--- config.mk ---
export PLATFORM = sky130hd
export DESIGN_NAME = arbitro_rr4
export DESIGN_NICKNAME = d
export VERILOG_FILES = /design/src/rtl/arb_pkg.sv /design/src/rtl/codpri4.sv /design/src/rtl/arbitro_rr4.sv
export SDC_FILE = /design/constraint.sdc
export NUM_CORES = 1
export LEC_CHECK = 0
export CORE_UTILIZATION = 49
export CTS_CLUSTER_DIAMETER = 120
export DETAILED_ROUTE_END_ITERATION = 7
export PLACE_DENSITY_LB_ADDON = 0.2
export SLEW_MARGIN = 15
export SYNTH_ARGS = -nofsm -noshare
export SYNTH_HDL_FRONTEND = slang
export SYNTH_SLANG_ARGS = --single-unit
--- constraint.sdc ---
create_clock -name clk -period 1.6 [get_ports clk]
set_input_delay 0.32 -clock clk [delete_from_list [all_inputs] [get_ports clk]]
set_output_delay 0.32 -clock clk [all_outputs]
set_load 0.02 [all_outputs]
--- src/rtl/arb_pkg.sv ---
// Shared definitions for the 4-requester round-robin / fixed-priority arbiter.
package arb_pkg;

    localparam int unsigned REQ_N = 4;
    localparam int unsigned ID_W  = 2;

    typedef enum logic {
        ST_IDLE  = 1'b0,
        ST_GRANT = 1'b1
    } state_t;

endpackage

--- src/rtl/codpri4.sv ---
// 4:2 priority encoder: index of the highest set input bit, zero when disabled or empty.
module codpri4
    import arb_pkg::*;
(
    input  logic             en,
    input  logic [REQ_N-1:0] din,
    output logic [ID_W-1:0]  idx_c
);

    // Ascending scan so the last (highest) set bit wins.
    always_comb begin
        idx_c = '0;
        if (en) begin
            for (int unsigned i = 0; i < REQ_N; i++) begin
                if (din[i]) begin
                    idx_c = ID_W'(i);
                end
            end
        end
    end

endmodule

--- src/rtl/arbitro_rr4.sv ---
// Single-resource arbiter for 4 requesters: fixed priority or downward round-robin,
// grant held until the owner drops its request or MAX_HOLD cycles elapse.
module arbitro_rr4
    import arb_pkg::*;
#(
    parameter int unsigned MAX_HOLD = 8,
    parameter int unsigned CNT_W    = 4
)
(
    input  logic             clk,
    input  logic             rst_n,
    input  logic [REQ_N-1:0] req,
    input  logic             rr,
    output logic [REQ_N-1:0] grant,
    output logic [ID_W-1:0]  gnt_id,
    output logic             busy,
    output logic             timeout
);

    state_t             state;
    logic [CNT_W-1:0]   cnt;
    logic [ID_W-1:0]    last;

    logic [REQ_N-1:0]   low_mask;
    logic [REQ_N-1:0]   masked;
    logic [ID_W-1:0]    masked_id;
    logic [ID_W-1:0]    req_id;
    logic [ID_W-1:0]    win;

    // Requesters strictly below the previous winner get first pick in round-robin.
    assign low_mask = (REQ_N'(1) << last) - REQ_N'(1);
    assign masked   = req & low_mask;

    codpri4 u_enc_masked (
        .en    (rr),
        .din   (masked),
        .idx_c (masked_id)
    );

    codpri4 u_enc_req (
        .en    (1'b1),
        .din   (req),
        .idx_c (req_id)
    );

    assign win = (rr && (masked != '0)) ? masked_id : req_id;

    always_ff @(posedge clk) begin
        if (!rst_n) begin
            state   <= ST_IDLE;
            cnt     <= '0;
            last    <= '0;
            grant   <= '0;
            gnt_id  <= '0;
            busy    <= 1'b0;
            timeout <= 1'b0;
        end else begin
            case (state)
                ST_IDLE: begin
                    timeout <= 1'b0;
                    if (req != '0) begin
                        state  <= ST_GRANT;
                        grant  <= REQ_N'(1) << win;
                        gnt_id <= win;
                        busy   <= 1'b1;
                        cnt    <= CNT_W'(1);
                        last   <= win;
                    end
                end
                ST_GRANT: begin
                    if (!req[gnt_id] || (cnt == CNT_W'(MAX_HOLD))) begin
                        // Any release returns to IDLE, which forces a dead cycle.
                        state   <= ST_IDLE;
                        grant   <= '0;
                        gnt_id  <= '0;
                        busy    <= 1'b0;
                        cnt     <= '0;
                        timeout <= req[gnt_id];
                    end else begin
                        cnt     <= cnt + CNT_W'(1);
                        timeout <= 1'b0;
                    end
                end
                default: begin
                    state   <= ST_IDLE;
                    grant   <= '0;
                    gnt_id  <= '0;
                    busy    <= 1'b0;
                    cnt     <= '0;
                    timeout <= 1'b0;
                end
            endcase
        end
    end

endmodule
### Word level (Yosys, flattened, before mapping)

Cells that the tools add are included.
Widths: inputs -> output; s select.

* multiplexer cells: 27
* order comparisons: 1
* bitwise gates (word level): 2
* reduce and logical (&&, ||, !) cells: 7
* add/subtract/negate cells: 2
* shift operators: 2
* equal/unequal tests: 3

Operators by type and width (count)
* $mux 2: 8
* $mux 4: 4
* $pmux 4 s2: 2
* $mux 1: 8
* $reduce_bool 4->1: 2
* $shl 1x2->4 const A: 2
* $pmux 1 s2: 3
* $add 4x1->4 const B: 1
* $and 4x4->4: 1
* $eq 4x4->1 const B: 1
* $pmux 2 s2: 1
* $reduce_and 2->1: 2
* $sub 4x2->4 const B: 1
* $lt 2x3->1 const B: 1
* $bmux 1 s2: 1
* $ne 2x1->1 const B: 1
* $ne 2x2->1 const B: 1
* $logic_and 1x1->1: 1
* $logic_not 1->1: 1
* $logic_or 1x1->1: 1
* $not 1->1: 1

* bits of input ports: 7
* flip-flop bits (word level): 15
* output and inout bits: 8
* logic and storage cells: 51

### Longest topological paths before layout

* depth after elaboration: 11
* gate-level depth with buffers: 6
* gate-level depth less buffers: 6

### By module

Synthesis repeated with hierarchy kept, for this count alone.

* cells, all modules: 101
* area, all modules: 853.3 µm²

Modules (own cells, without submodules)
* arbitro_rr4: sequential area each 300.3 µm², area each 810.8 µm², instances 1, cells an instance 95
* codpri4: sequential area each 0.0 µm², area each 21.3 µm², instances 2, cells an instance 3

### Least setup slack after synthesis

No wires, ideal clock.

* path type: reg2reg
* start: register gnt_id[0]
* end: register grant[0]
* slack: 0.111 ns
* arrival: 1.371 ns
* setup time: 0.117 ns
* cell stages (with the launch flop): 5
* buffers on the path: 0
* required time: 1.483 ns
* clock period less this slack: 1.489 ns
* cells stage by stage: dfxtp_1 -> mux2i_1 -> o22ai_2 -> a31o_2 -> a32o_1

* cells in the longest elaborated chain, start to end: 6

Ends and longest elaborated chain
* start: declaration: line arbitro_rr4.sv:15 `output logic [ID_W-1:0] gnt_id,`
* start signal: assignment: line arbitro_rr4.sv:64 `gnt_id <= win;`
* $bmux 1 s2: line arbitro_rr4.sv:71 `if (!req[gnt_id] || (cnt == CNT_W'(MAX_HOLD))) begin`
* $mux 1 (implied by the code): line arbitro_rr4.sv:71
* $logic_not 1->1: line arbitro_rr4.sv:71
* $logic_or 1x1->1: line arbitro_rr4.sv:71
* $ne 2x1->1 (no source line)
* $reduce_and 2->1 (no source line)
* end signal: assignment: line arbitro_rr4.sv:63 `grant <= REQ_N'(1) << win;`
* end: declaration: line arbitro_rr4.sv:14 `output logic [REQ_N-1:0] grant,`

Every way passes these cells. The select of a mux whose other input is x is not followed.
A chain may end at the register's enable or synchronous reset.

### Final worst setup path

* start: register grant[0]
* end: output port grant[0]

No word-level cell between the ends.

==> flow_summary_export.csv <==
group,metric,value,unit
outcome,outcome,"completed",
setup_path,cp_slowest_cell,"clkdlybuf4s50_1",
clock_tree,cts_setup_buffers,0,
global_route,antenna_found_initial,0,
timing,hold_viol,0,
logic_synthesis,yosys_warnings,0,
setup_path,critPathArrivalTime,1240,ps
setup_path,cpPeakStageDelay,610,ps
die,fp.dieW,41.47,um
timing,slew_headroom,69.49,%
logic_synthesis,synth_seq_cells,15,
cells_and_area,register_area,300.3,sq um
power,vdd_drop_max,758.0,uV
cells_and_area,drive_above_1_share,22.22,%
global_route,grt_overflow,0,
drt,wl,1915,um
drt,antenna_left,0,
clock_tree,root_buffer,"clkbuf_4",
logic_synthesis,yosysSeqAreaShare,39.34,%
logic_synthesis,yosys-top-cells-area,"dfxtp_1, nand2_1, inv_1, ha_1, nor2_1",
setup_path,crit_path_max_fanout,2,
clock_tree,numCtsBuffers,3,
clock_tree,clock-sinks,15,
clock_tree,cts-htree-levels,1,
clock_tree,clk_pin_slew,90,ps
job,drv_cap,0,
logic_synthesis,async_flop_share,0,%
timing,tightest_slew,453.4,ps
clock_tree,insertion_delay,290,ps
power,p_leak,0.4611,nW
timing,period_needed,1556,ps
die,ios,15,
setup_path,cp.required,1280,ps
global_route,grt_pass1_wl,3498,um
drt,vias,786,
drt,viasPerCell,5.955,
timing,finClkSkew,2.957,ps
global_route,track_usage,25.86,%
timing,drv_slew,0,
timing,grt_setup_unrepaired,"true",
setup_path,path_depth,1,
logic_synthesis,postSynthAreaPerCell,8.875,sq um
global_route,grt_max_degree,10,
logic_synthesis,syn-cell-area,763.2,sq um
drt,remaining_drc_errors,0,
setup_path,end_kind,"output port",
setup_path,cp_cell_sequence,"clkdlybuf4s50_1",
timing,fin_crit_sh,97.23,%
logic_synthesis,synth_top_area_share,39.34,%
timing,finalSetupViolCount,0,
logic_synthesis,ys_types,38,
setup_path,worst-path-buf-inv,1,
clock_tree,cts_hold_buf,0,
hold_path,whs_path_depth,2,
cells_and_area,multi_input_area,434.2,sq um
logic_synthesis,synthFlopType,"dfxtp_1",
placement,finalWeightedCongestion,0.8798,
timing,layout_setup_ws,44.38,ps
die,coreArea,0.001366,sq mm
logic_synthesis,syn_nets,95,
setup_path,rr_worst_depth,4,
cells_and_area,fillCellCount,103,
setup_path,cp-start-kind,"flip-flop",
timing,tns,0,ps
timing,fmax,642.8,MHz
drt,drtIter0Drc,9,
die,start_util,55.86,%
power,pwr_density_cell,849.3,mW/mm^2
placement,hpwl,1490,um
die,die-area,0.001719,sq mm
setup_path,worstSetupPathType,"flip-flop to output port",
cells_and_area,fin_nets,127,
die,die_h,41.47,um
cells_and_area,insertedDiodeCount,0,
logic_synthesis,syn-instance-count,86,
clock_tree,clockBufferDepth,2,
logic_synthesis,synth_edf_count,0,
global_route,grt_pass1_vias,812,
drt,routedWlPerCell,14.51,um
logic_synthesis,synth_top_area_cell,"dfxtp_1",
placement,portBuffers,14,
die,placementRows,13,
clock_tree,cts_tree,"yes",
placement,pre_cts_ws,-379.8,ps
cells_and_area,finalCoreUtilization,77.38,%
drt,detail_route.first_pass.iterations,4,
cells_and_area,syn2layout_area_growth,38.52,%
hold_path,hold_class,"flip-flop to flip-flop",
setup_path,critical-path-top-delay-family,"buffers and inverters",
## cell usage after synthesis (3+ instances only)
library cell and count:
dfxtp_1 15, nand2_1 9, inv_1 8, nor2_1 6
a21oi_1 4, o22ai_1 3
## layer usage
metal	track usage, %	part of all wire, %	up-vias
met2	46.56	48	19
met3	4.348	4.2	5
li1	-	-	387
met1	30.25	46	375
met5	0	0	-
met4	9.677	2.1	0
## final timing paths
kind / startpoint / to / slack, ps
max: grant[0]$_SDFFE_PN0P_ / grant[0] / 40
min: grant[3]$_SDFFE_PN0P_ / grant[3]$_SDFFE_PN0P_ / 470
max reg2reg: gnt_id[0]$_SDFFE_PN0P_ / grant[0]$_SDFFE_PN0P_ / 140
min reg2reg: grant[3]$_SDFFE_PN0P_ / grant[3]$_SDFFE_PN0P_ / 470
## cell usage in the layout, fill, tap and decap left out, drive strengths merged
| cell type | Yosys | routed |
|---|---|---|
| clkinv | 0 | 1 |
| a21boi | 1 | 1 |
| inv | 8 | 8 |
| a22o | 1 | 1 |
| nand4b | 1 | 1 |
| nand3b | 2 | 2 |
| o21ai | 2 | 2 |
| nand4 | 1 | 1 |
| a21oi | 4 | 4 |
| a21o | 1 | 1 |
| clkbuf | 0 | 3 |
| o2111ai | 1 | 1 |
| ha | 2 | 2 |
| a211oi | 1 | 1 |
| o21a | 1 | 1 |
| o22a | 1 | 1 |
| xor2 | 1 | 1 |
| mux2i | 2 | 2 |
| o2bb2ai | 1 | 1 |
| a32o | 2 | 2 |
| a21bo | 1 | 1 |
| a32oi | 1 | 1 |
| dlygate4sd2 | 0 | 5 |
| dfxtp | 15 | 15 |
| a31o | 1 | 1 |
| nor3 | 3 | 3 |
| and2 | 1 | 1 |
| o211ai | 2 | 2 |
| nor4 | 1 | 1 |
| clkdlybuf4s50 | 0 | 6 |
| dlymetal6s2s | 0 | 3 |
| or3 | 1 | 1 |
| o32ai | 2 | 2 |
| nor2 | 7 | 7 |
| o22ai | 4 | 4 |
| a31oi | 2 | 2 |
| nand2 | 9 | 9 |
| nand2b | 1 | 1 |
| or4 | 1 | 1 |
| buf | 1 | 14 |
## stage by stage
step	cells	area (sq um)	hold slack, ps	power (mW)
2_1_floorplan	86	763.2	437.6	0.5678
3_3_place_gp	128	1022	437.7	0.6808
3_5_place_dp	128	1022	456.9	0.6881
4_1_cts	132	1044	470.7	0.8985
5_1_grt	132	1057	487.0	0.9473
6_report	132	1057	466.1	0.8979
## registers in the layout, summed over array words and instances (netlist names)
name / flops
gnt_id: 2
cnt: 4
timeout: 1
busy: 1
last: 2
grant: 4
state: 1
## final cells by class
cell class	count	area share, %
clock buffers	3	2.130
clock inverters	1	0.4734
inverters	8	2.840
multi-input cells	62	41.07
flip-flops and latches	15	28.40
well taps	15	1.775
repair buffers	28	23.31
## where the power goes
group / switching [mW] / internal (mW)
Clock: 0.130 / 0.0931
Combinational: 0.121 / 0.118
Sequential: 0.0332 / 0.403
## cells by family (layout without fill, tap and decap cells)
logic type / Yosys count / count (layout) / share of synthesized area, %
AOI/OAI and AO/OA: 29 / 29 / 29.51
xor gates and xnor gates: 1 / 1 / 1.148
adders and majority gates: 2 / 2 / 3.278
buffers and inverters: 9 / 40 / 4.590
DFF: 15 / 15 / 39.34
muxes: 2 / 2 / 2.623
and+or+nand+nor: 28 / 28 / 19.51
## repair_timing
| item | in CTS | in global routing |
|---|---|---|
| endpoints found under the setup margin | 12 | 8 |
| endpoints found under the hold margin | 0 | 0 |
| gates resized for setup | 5 | 4 |
No activity file was read; power rests on OpenSTA's default activity.
==> patch 1, RTL diff (same settings) <==
The package constant `ID_W` goes from 2 to 4.
--- a/src/rtl/arb_pkg.sv
+++ b/src/rtl/arb_pkg.sv
@@ -2,7 +2,7 @@
 package arb_pkg;
 
     localparam int unsigned REQ_N = 4;
-    localparam int unsigned ID_W  = 2;
+    localparam int unsigned ID_W  = 4;
 
     typedef enum logic {
         ST_IDLE  = 1'b0,
Ports: changed (resized gnt_id); port bits go from 15 to 17. The function was not compared with the original's and may differ.
==> patch 1 against the unedited design <==
The flow now finishes with violations (design-rule violations). Synthesized area increased by 13%. Sequential cell count unchanged. Via count increased by 9.3%. Total power increased by 1.9%. Cell area increased by 9.5%. Wire length increased by 5.1%. Cell count increased by 11%. Die area increased by 13%. Setup slack got worse by 0.011 ns. Critical path type unchanged.
==> patch 1: results (changes against the unedited design) <==
met1 usage 0.310 (+0.00744); VDD IR max 0.000566 V (-25%); Detailed Route Iter0 Violations 16 (+7); number of global-route vias before repair 722 (-11%); Setup Skew 0.000803 ns (-0.00215 ns); Critical path origin busy$_SDFFE_PN0P_; mux share of post-synthesis cell area 0.0232 (-0.00307); grt met3 use 0.0458 (+0.00236); Compound-Gate Fraction of Synth Area 0.252 (-0.0433); Total GRT Usage 0.229 (-0.0292); met1 wire length 934 um (+5.7%); residual DRC count 2 (+2); Leak Pwr 0.502 nW (+8.9%); Fillers 122 (+18%); reg-to-reg startpoint gnt_id[1]$_SDFFE_PN0P_; CTS resizes 4 (-1); met2 WL post-DR 919 um (+0.99%); fin nets 141 (+11%); Seq/Total Area, Yosys 0.347 (-0.0461); share of layout cells above drive strength 1 0.214 (-0.00848); WL per Instance 13.7 um (-5.7%); outcome finished with violations; Met3 Routed Length 113 um (+41%); # Post-CTS Setup Buffers 2 (+2); area of the multi-input gates 524 sq um (+21%); failing checks design-rule violations; Placement Setup Slack -0.325 ns (+0.0548 ns); Synth Area in Adders 0.0289 (-0.00384)
-- patch 1: through the flow --
stage	total power (W)	instances	TNS (ns)	hold WS, ns
floorplan	0.000586	101	0	0.458
global placement	0.000690	141	-2.82	0.448
detailed placement	0.000696	141	-3.63	0.457
CTS	0.000920	147	0	0.478
global route	0.000962	147	0	0.508
finish	0.000915	147	0	0.476
-- patch 1: path summary, 6_finish.rpt --
kind / to / slack [ns]
max: busy / 0.03
min: grant[3]$_SDFFE_PN0P_ / 0.48
max reg2reg: gnt_id[0]$_SDFFE_PN0P_ / 0.17
min reg2reg: grant[3]$_SDFFE_PN0P_ / 0.48
-- patch 1: where the power goes --
part	leakage [nW]	total (W)	internal, W	switching (W)
combinational	0.364	0.000261	0.000128	0.000133
clock	0.0150	0.000223	0.0000971	0.000126
sequential	0.123	0.000431	0.000401	0.0000303
-- patch 1: final cells by class --
type,instances,share of cell area
multi-input cells,77,0.453
flip-flops and latches,15,0.259
repair buffers,30,0.231
clock buffers,4,0.0227
well taps,16,0.0173
inverters,5,0.0162
==> patch 2, RTL diff (same settings) <==
Made on the original files. Put one more register stage on the output `timeout`, with the module's reset. The value now appears one clock later. The other outputs are not delayed to match.
--- a/src/rtl/arbitro_rr4.sv
+++ b/src/rtl/arbitro_rr4.sv
@@ -16,6 +16,8 @@
     output logic             busy,
     output logic             timeout
 );
+
+    logic timeout_s0;
 
     state_t             state;
     logic [CNT_W-1:0]   cnt;
@@ -53,11 +55,11 @@
             grant   <= '0;
             gnt_id  <= '0;
             busy    <= 1'b0;
-            timeout <= 1'b0;
+            timeout_s0 <= 1'b0;
         end else begin
             case (state)
                 ST_IDLE: begin
-                    timeout <= 1'b0;
+                    timeout_s0 <= 1'b0;
                     if (req != '0) begin
                         state  <= ST_GRANT;
                         grant  <= REQ_N'(1) << win;
@@ -75,10 +77,10 @@
                         gnt_id  <= '0;
                         busy    <= 1'b0;
                         cnt     <= '0;
-                        timeout <= req[gnt_id];
+                        timeout_s0 <= req[gnt_id];
                     end else begin
                         cnt     <= cnt + CNT_W'(1);
-                        timeout <= 1'b0;
+                        timeout_s0 <= 1'b0;
                     end
                 end
                 default: begin
@@ -87,10 +89,18 @@
                     gnt_id  <= '0;
                     busy    <= 1'b0;
                     cnt     <= '0;
-                    timeout <= 1'b0;
+                    timeout_s0 <= 1'b0;
                 end
             endcase
         end
     end
 
+    always_ff @(posedge clk) begin
+        if (!rst_n) begin
+            timeout <= '0;
+        end else begin
+            timeout <= timeout_s0;
+        end
+    end
+
 endmodule
Function: changed (a bounded check fails within 10 cycles, from zero or initial values and one cycle with rst_n low).
==> patch 2 against the unedited design <==
Total power increased by 10%. Synthesized area rose by 8.7%. Global-route usage decreased by 4.4 points. Utilization decreased by 2.2 points. Setup slack is essentially flat. Cell area up 9.6%. Count of clock-buffer cells in the layout is 1 higher. Wire length fell by 6.9%. Cell count grew 3.8%. Sequential cell count rose by 1. Critical endpoint is now grant[3]. Highest routed layer unchanged.
==> patch 2: results (changes against the unedited design) <==
outcome finished clean; fraction of area in multi-input gates 0.430 (+0.0192); Worst Hold Endpoint timeout$_SDFF_PN0_; Flop pwr share 0.463 (-0.022); Synth cell types 39 (+2.6%); Core Util, Final 0.752 (-0.0222); WL per Instance 13.0 um (-10%); Signal buf overhead 0.222 (-0.0107); share of layout cells above drive strength 1 0.256 (+0.0340); Non-Filler Instances 137 (+3.8%); Inverters, non-clock 7 (-1); DR vias 773 (-1.7%); cell row count 14 (+1); Hold WS 0.441 ns (-0.0251 ns); number of global-route vias before repair 721 (-11%); met1 usage 0.299 (-0.00324); CTS resizes 4 (-1); grt met3 use 0.0511 (+0.00759); Fillers 109 (+5.8%); met2 GRT Util 0.340 (-0.125); Synth Instances 89 (+3.5%); Leak Pwr 0.526 nW (+14%); Placement Setup Slack -0.323 ns (+0.0570 ns); hold_sp timeout_s0$_SDFF_PN0_; VDD IR max 0.000674 V (-11%); Clock-cell share 0.0313 (+0.00528); Setup Skew 0.00317 ns (+0.000216 ns); Post-synth top cells 16 x dfxtp_1, 9 x nand2_1, 6 x a21oi_1, 6 x inv_1, 6 x nor2_1; HPWL after DPL 1360 um (-8.6%); Worst Reg-to-Reg Cells 5 (+1); crit path to grant[3]; Area contributors post-synth dfxtp_1 39%, nand2_1 4.1%, a21oi_1 3.6%; Cell Count Post-Placement 133 (+3.9%); Worst Hold Path Cells 1 (-1); placer congestion estimate 0.840 (-4.6%); Detailed Route Iter0 Violations 6 (-3); crit path time final 1.56 ns (-0.000313 ns); Met3 Routed Length 78 um (-2.5%); reg2reg end cnt[2]$_SDFFE_PN0P_; placed inst area 0.00109 sq mm (+7.1%); P_int 0.000699 W (+14%)
[patch 2: cell types whose count changed in the layout (fill, tap and decap cells not counted), moves of 2 or more]
cell | unedited run | this run
a21oi_1 | 4 | 6
dlymetal6s2s_1 | 3 | 6
dlygate4sd2_1 | 5 | 2
inv_1 | 8 | 6
nand3_1 | 0 | 2
a32o_1 | 2 | 0
and2_1 | 1 | 4
o2bb2ai_1 | 1 | 3
[patch 2: worst reg2reg max path, stage by stage, from the launching register on]
cell and delay [ns]:
dfxtp_1 0.45, mux2i_2 0.33, o22ai_4 0.13, buf_4 0.17, a21oi_1 0.18, o22ai_1 0.11
[patch 2: logic make-up (layout without fill, tap and decap cells)]
kind of cell / after synthesis / in the layout / share of synthesized area
DFF: 16 / 16 / 0.386
buffers and inverters: 7 / 39 / 0.0317
AOI/OAI and AO/OA: 30 / 30 / 0.299
muxes: 2 / 2 / 0.0241
adders and majority gates: 2 / 2 / 0.0302
and+or+nand+nor: 32 / 32 / 0.229
